$ cat src/rtl/fcvrt_int2fp_pipe.sv
// Three-stage integer-to-float converter (fcvt.s.w / fcvt.s.wu) with rounding and inexact flag.
// Stages: sign/magnitude, normalise, round/pack; elastic valid/ready handshake on both ends.
module fcvrt_int2fp_pipe #(
  parameter int unsigned INT_W = 32,
  parameter int unsigned EXP_W = 8,
  parameter int unsigned MAN_W = 23,
  parameter int unsigned TAG_W = 5
) (
  input  logic                       clk,
  input  logic                       rst,
  input  logic                       in_valid,
  output logic                       in_ready,
  input  logic [INT_W-1:0]           in_int,
  input  logic                       in_signed,
  input  logic [2:0]                 in_rm,
  input  logic [TAG_W-1:0]           in_tag,
  output logic                       out_valid,
  input  logic                       out_ready,
  output logic [EXP_W+MAN_W:0]       out_fp,
  output logic                       out_nx,
  output logic [TAG_W-1:0]           out_tag
);

  localparam int unsigned FP_W   = 1 + EXP_W + MAN_W;
  localparam int unsigned FRAC_W = INT_W - 1;
  localparam int unsigned LZ_W   = $clog2(INT_W);
  // Fraction plus zero padding so G and S always exist, even when INT_W-1 <= MAN_W.
  localparam int unsigned EXT_W  = FRAC_W + MAN_W + 2;
  localparam logic [EXP_W-1:0] BIAS = EXP_W'((1 << (EXP_W - 1)) - 1);

  localparam logic [2:0] RM_RTZ = 3'b001;
  localparam logic [2:0] RM_RDN = 3'b010;
  localparam logic [2:0] RM_RUP = 3'b011;
  localparam logic [2:0] RM_RMM = 3'b100;

  // Stage registers
  logic                s1_valid_q, s1_valid_d;
  logic                s1_sign_q, s1_sign_d;
  logic [INT_W-1:0]    s1_mag_q, s1_mag_d;
  logic                s1_zero_q, s1_zero_d;
  logic [2:0]          s1_rm_q, s1_rm_d;
  logic [TAG_W-1:0]    s1_tag_q, s1_tag_d;

  logic                s2_valid_q, s2_valid_d;
  logic [FRAC_W-1:0]   s2_frac_q, s2_frac_d;
  logic [EXP_W-1:0]    s2_exp_q, s2_exp_d;
  logic                s2_sign_q, s2_sign_d;
  logic                s2_zero_q, s2_zero_d;
  logic [2:0]          s2_rm_q, s2_rm_d;
  logic [TAG_W-1:0]    s2_tag_q, s2_tag_d;

  logic                s3_valid_q, s3_valid_d;
  logic [FP_W-1:0]     s3_fp_q, s3_fp_d;
  logic                s3_nx_q, s3_nx_d;
  logic [TAG_W-1:0]    s3_tag_q, s3_tag_d;

  // Handshake chain
  logic s3_ready, s2_ready, s2_adv, s1_adv, in_fire;

  always_comb begin
    s3_ready = !s3_valid_q || out_ready;
    s2_ready = !s2_valid_q || s3_ready;
    s2_adv   = s2_valid_q && s3_ready;
    s1_adv   = s1_valid_q && s2_ready;
    in_ready = !rst && (!s1_valid_q || s1_adv);
    in_fire  = in_valid && in_ready;
  end

  // S1: sign and magnitude
  logic             sign_c;
  logic [INT_W-1:0] mag_c;

  always_comb begin
    sign_c = in_signed & in_int[INT_W-1];
    mag_c  = sign_c ? ({INT_W{1'b0}} - in_int) : in_int;

    s1_valid_d = s1_valid_q;
    s1_sign_d  = s1_sign_q;
    s1_mag_d   = s1_mag_q;
    s1_zero_d  = s1_zero_q;
    s1_rm_d    = s1_rm_q;
    s1_tag_d   = s1_tag_q;
    if (!s1_valid_q || s1_adv) s1_valid_d = in_fire;
    if (in_fire) begin
      s1_sign_d = sign_c;
      s1_mag_d  = mag_c;
      s1_zero_d = (mag_c == '0);
      s1_rm_d   = in_rm;
      s1_tag_d  = in_tag;
    end
  end

  // S2: leading-zero count and normalise
  logic [LZ_W-1:0] lz_c;

  always_comb begin
    lz_c = '0;
    // Scan upward so the highest set bit wins.
    for (int i = 0; i < int'(INT_W); i++) begin
      if (s1_mag_q[i]) lz_c = LZ_W'(int'(INT_W) - 1 - i);
    end

    s2_valid_d = s2_valid_q;
    s2_frac_d  = s2_frac_q;
    s2_exp_d   = s2_exp_q;
    s2_sign_d  = s2_sign_q;
    s2_zero_d  = s2_zero_q;
    s2_rm_d    = s2_rm_q;
    s2_tag_d   = s2_tag_q;
    if (s2_ready) s2_valid_d = s1_valid_q;
    if (s1_adv) begin
      // Hidden bit is dropped here; it is implied by a nonzero operand.
      s2_frac_d = FRAC_W'(s1_mag_q << lz_c);
      s2_exp_d  = EXP_W'(INT_W - 1) - EXP_W'(lz_c);
      s2_sign_d = s1_sign_q;
      s2_zero_d = s1_zero_q;
      s2_rm_d   = s1_rm_q;
      s2_tag_d  = s1_tag_q;
    end
  end

  // S3: round and pack
  logic [EXT_W-1:0] ext_c;
  logic [MAN_W-1:0] kept_c;
  logic             g_c, s_c, l_c, nx_c, inc_c;
  logic [MAN_W:0]   sum_c;
  logic [EXP_W-1:0] bexp_c;

  always_comb begin
    ext_c  = {s2_frac_q, {(MAN_W + 2){1'b0}}};
    kept_c = ext_c[EXT_W-1 -: MAN_W];
    g_c    = ext_c[EXT_W-1-MAN_W];
    s_c    = |ext_c[EXT_W-2-MAN_W:0];
    l_c    = kept_c[0];
    nx_c   = g_c | s_c;
    case (s2_rm_q)
      RM_RTZ:  inc_c = 1'b0;
      RM_RDN:  inc_c = s2_sign_q & nx_c;
      RM_RUP:  inc_c = !s2_sign_q & nx_c;
      RM_RMM:  inc_c = g_c;
      default: inc_c = g_c & (s_c | l_c);
    endcase
    sum_c  = {1'b0, kept_c} + {{MAN_W{1'b0}}, inc_c};
    // Mantissa carry-out leaves the low bits zero and bumps the exponent.
    bexp_c = s2_exp_q + BIAS + {{(EXP_W - 1){1'b0}}, sum_c[MAN_W]};

    s3_valid_d = s3_valid_q;
    s3_fp_d    = s3_fp_q;
    s3_nx_d    = s3_nx_q;
    s3_tag_d   = s3_tag_q;
    if (s3_ready) s3_valid_d = s2_valid_q;
    if (s2_adv) begin
      s3_fp_d  = s2_zero_q ? '0 : {s2_sign_q, bexp_c, sum_c[MAN_W-1:0]};
      s3_nx_d  = s2_zero_q ? 1'b0 : nx_c;
      s3_tag_d = s2_tag_q;
    end
  end

  always_ff @(posedge clk) begin
    if (rst) begin
      s1_valid_q <= 1'b0;
      s1_sign_q  <= 1'b0;
      s1_mag_q   <= '0;
      s1_zero_q  <= 1'b0;
      s1_rm_q    <= '0;
      s1_tag_q   <= '0;
      s2_valid_q <= 1'b0;
      s2_frac_q  <= '0;
      s2_exp_q   <= '0;
      s2_sign_q  <= 1'b0;
      s2_zero_q  <= 1'b0;
      s2_rm_q    <= '0;
      s2_tag_q   <= '0;
      s3_valid_q <= 1'b0;
      s3_fp_q    <= '0;
      s3_nx_q    <= 1'b0;
      s3_tag_q   <= '0;
    end else begin
      s1_valid_q <= s1_valid_d;
      s1_sign_q  <= s1_sign_d;
      s1_mag_q   <= s1_mag_d;
      s1_zero_q  <= s1_zero_d;
      s1_rm_q    <= s1_rm_d;
      s1_tag_q   <= s1_tag_d;
      s2_valid_q <= s2_valid_d;
      s2_frac_q  <= s2_frac_d;
      s2_exp_q   <= s2_exp_d;
      s2_sign_q  <= s2_sign_d;
      s2_zero_q  <= s2_zero_d;
      s2_rm_q    <= s2_rm_d;
      s2_tag_q   <= s2_tag_d;
      s3_valid_q <= s3_valid_d;
      s3_fp_q    <= s3_fp_d;
      s3_nx_q    <= s3_nx_d;
      s3_tag_q   <= s3_tag_d;
    end
  end

  always_comb begin
    out_valid = s3_valid_q;
    out_fp    = s3_fp_q;
    out_nx    = s3_nx_q;
    out_tag   = s3_tag_q;
  end

endmodule

$ cat config.mk
export PLATFORM = sky130hd
export DESIGN_NAME = fcvrt_int2fp_pipe
export DESIGN_NICKNAME = d
export VERILOG_FILES = /design/src/rtl/fcvrt_int2fp_pipe.sv
export SDC_FILE = /design/constraint.sdc
export NUM_CORES = 1
export LEC_CHECK = 0
export ABC_AREA = 1
export CAP_MARGIN = 20
export CORE_MARGIN = 8
export CORE_UTILIZATION = 35
export DETAILED_ROUTE_END_ITERATION = 16
export GPL_TIMING_DRIVEN = 0
export HOLD_SLACK_MARGIN = 0.02
export PLACE_DENSITY_LB_ADDON = 0.2
export RECOVER_POWER = 100
export SETUP_SLACK_MARGIN = 0.4
export SLEW_MARGIN = 10
export SYNTH_ARGS = -nofsm -noshare
export SYNTH_HDL_FRONTEND = slang
export SYNTH_SLANG_ARGS = --single-unit
$ cat constraint.sdc
create_clock -name clk -period 3.55 [get_ports clk]
set_input_delay 0.5325 -clock clk [delete_from_list [all_inputs] [get_ports clk]]
set_output_delay 0.5325 -clock clk [all_outputs]
set_load 0.01 [all_outputs]
==> impl_metrics.csv <==
group,metric,value,unit
clock_tree,clk_latency,0.42,ns
power_and_ir_drop,internal_power,3.553,mW
clock_tree,cts_hold_buf,0,
setup_path,crit_cells,25,
sta,period_needed,3.582,ns
power_and_ir_drop,power_leakage,4.940,nW
logic_synthesis,yosysMostFrequentCell,"nand2_1",
final_layout,antenna_cells,0,
logic_synthesis,synth.avg_cell_area,6.281,um^2
power_and_ir_drop,combPwrFrac,0.396,
global_routing,overflow,0,
sta,finalCritPeriodShare,1.009,
logic_synthesis,yosysTopAreaCellShare,0.3313,
logic_synthesis,postSynthCellCount,1241,
clock_tree,cts_tree,"built",
sta,slew_viol_final,0,
logic_synthesis,synth_edf_count,0,
sta,relSlewSlack,0.2787,
power_and_ir_drop,swShare,0.3986,
die,core_region_area,21820,um^2
setup_path,crit_path_end_kind,"flip-flop",
run_status,failed_checks,"setup timing",
final_layout,fin_area,11990,um^2
placed_design,io_buffers,84,
logic_synthesis,syn-num-nets,1291,
sta,fin_skew,0.01011,ns
logic_synthesis,ys_ff_latch,129,
placed_design,gp_congestion,0.9504,
setup_path,crit_required,3.83,ns
run,max_cap_viol_count,0,
sta,grt_setup_unrepaired,"true",
setup_path,crit_fanout,2,
global_routing,grt_max_degree,17,
final_layout,n_fill_cell,2112,
sta,setup_slack,-0.03208,ns
route,route.met2.wl,14.36,mm
setup_path,worstSetupPathType,"flip-flop to flip-flop",
power_and_ir_drop,peakVddDrop,0.3166,mV
logic_synthesis,synth_commonest_cells,"nand2_1, nand3_1, dfxtp_1, inv_1, nor2_1",
clock_tree,cts_root_buf,"clkbuf_16",
route,wire_per_inst,17.58,um
logic_synthesis,synth.distinct_cells,43,
setup_path,critPathArrivalTime,3.87,ns
route,routed_wl,29.64,mm
clock_tree,htreeDepth,4,
sta,hold_viol_final,0,
logic_synthesis,synth_top_area_cell,"dfxtp_1",
route,wl_met3,1.359,mm
placed_design,dp_slack,-0.6519,ns
die,die_w,165.2,um
sta,worst_slew_pin_slew,1.078,ns
setup_path,cp_top_family,"simple AND/OR/NAND/NOR gates",
global_routing,grt_pass1_wl,43.67,mm
min_path,holdCritPathClass,"primary input to flip-flop",
die,die_h,165.2,um
min_path,hold_path_depth,3,
setup_path,rr_worst_depth,25,
setup_path,max_stage_delay,0.53,ns
setup_path,cp_common_cell,"nand3_2",
route,dr.max_layer_used,"met4",
logic_synthesis,yosys_warnings,0,
logic_synthesis,synth_area_leaders,"dfxtp_1, nand3_1, nand2_1, inv_1, a21oi_1",
final_layout,final_layout_size_suffix_gt1_frac,0.2973,
final_layout,seqCellArea,2608,um^2
sta,fin_tns_setup,-0.05325,ns
route,viasPerCell,5.287,
clock_tree,numCtsBuffers,17,
route,via_count,8914,
clock_tree,clock-sinks,129,
final_layout,nNetsFinal,1443,
die,die-area,27300,um^2
setup_path,slowest_stage,"or4_4",
die,start_util,0.3572,
global_routing,grt_pass1_vias,8281,
logic_synthesis,synth_area,7795,um^2
sta,max_freq,0.2792,GHz
sta,finalSetupViolCount,2,
placed_design,dp_hpwl,21.37,mm
power_and_ir_drop,clkPwrFrac,0.321,
die,io_pins,85,
logic_synthesis,synthArstFlopShare,0,
placed_design,placed_area,9007,um^2
global_routing,antenna_found_initial,0,
setup_path,cp.buffers_inverters,5,
route,drc,0,
clock_tree,path_clk_slew,0.06,ns
global_routing,gr-usage-all-layers,0.2030,
route,ant_nets,0,
logic_synthesis,synth-seq-area-share,0.3313,
sta,worst_hold_slack,0.3996,ns
final_layout,areaGrowthSynthToFinish,53.80,%
route,dr.pass1.iters,5,
power_and_ir_drop,p_per_area,492.8,nW/um^2
final_layout,multi_input_area,6300,um^2
power_and_ir_drop,p_seq_frac,0.284,
final_layout,fin_util,0.5494,
die,rows,54,
route,dr.first_iter.drc_count,592,
logic_synthesis,ys.flop_type,"dfxtp_1",
power_and_ir_drop,p_sw,2.355,mW
route,met1_length,12.99,mm
run_status,outcome,"complete, but fails checks",
setup_path,startpoint_type,"flip-flop",
clock_tree,clockBufferDepth,2,
==> worst min-delay path, delay by kind of cell <==
family                 cells  cell delay (ns)
buffers and inverters      1             0.12
AND/OR/NAND/NOR            1             0.06
AO/OA/AOI/OAI              1             0.07
==> cell usage in the layout (no fill, tap or decap), types with 17 or more instances in the layout <==
cell | synthesis | layout
clkbuf_16 | 0 | 21
nand3_4 | 0 | 53
o31ai_1 | 22 | 21
nand3_2 | 2 | 110
nand2_4 | 2 | 17
nand3_1 | 233 | 72
a21oi_1 | 84 | 65
nand2_1 | 296 | 245
inv_1 | 124 | 114
dlygate4sd3_1 | 0 | 41
clkbuf_1 | 46 | 48
dfxtp_1 | 129 | 117
nor2_1 | 108 | 97
nand2_2 | 3 | 34
clkdlybuf4s50_1 | 0 | 39
buf_4 | 2 | 37
xor2_1 | 24 | 23
o21ai_0 | 55 | 52
a21oi_2 | 1 | 20
==> registers in the layout (all words and copies together), names as in the netlist, 3 cells and up <==
register   cells
s1_rm_q        3
s1_tag_q       5
s2_frac_q     31
out_fp        32
s2_tag_q       5
s2_exp_q       5
out_tag        5
s1_mag_q      32
s2_rm_q        3
==> power groups by stage <==
stage	registers [mW]	clock network [mW]	logic, mW
floorplan	1.66	0	1.01
global placement	1.68	0	1.49
detailed placement	1.68	0	1.48
CTS	1.66	1.91	1.53
global route	1.69	1.99	2.51
finish	1.68	1.89	2.34
==> stage by stage <==
step,cells,total power [mW]
finish,1686,5.908
global route,1686,6.179
CTS,1660,5.098
detailed placement,1605,3.169
global placement,1605,3.174
floorplan,1241,2.670
==> cells by family (layout without fill, tap and decap cells) <==
kind of cell	Yosys count	count (layout)	synth area share
xor+xnor	31	31	0.03483
compound gates	186	186	0.1337
buf+inv	196	360	0.1010
fa+ha+maj	5	5	0.008026
simple gates	694	695	0.3912
flops	129	129	0.3313
==> final cells by class <==
| cell class | instances | area share |
|---|---|---|
| Buffer | 66 | 0.02703 |
| Clock inverter | 14 | 0.01576 |
| Multi-Input combinational cell | 917 | 0.5255 |
| Tap cell | 280 | 0.02922 |
| Clock buffer | 18 | 0.03663 |
| Sequential cell | 129 | 0.2175 |
| Timing Repair Buffer | 132 | 0.1077 |
| Inverter | 130 | 0.04070 |
==> per-layer routing <==
metal	vias up	track usage
met5	-	0
met4	0	0.07617
met3	60	0.03272
li1	4430	-
met1	4174	0.2595
met2	250	0.3377
==> repair_timing <==
| action | 4_1_cts | 5_1_grt |
|---|---|---|
| endpoints found under the hold margin | 0 | 0 |
| setup buffers | 23 | 21 |
| gates resized for setup | 70 | 357 |
| pin swaps | 41 | 137 |
| cloned | 0 | 5 |
| setup endpoints to repair | 47 | 53 |
==> path summary, 6_finish.rpt <==
check	from	to	slack, ns
setup / recovery	s2_frac_q[0]	out_fp[30]	-0.03
setup reg to reg	s2_frac_q[0]	out_fp[30]	-0.03
hold / removal	in_int[1]	s1_mag_q[1]	0.40
hold reg to reg	out_fp[7]	out_fp[7]	0.46
Note: power is estimated with default switching activity, not from simulation.
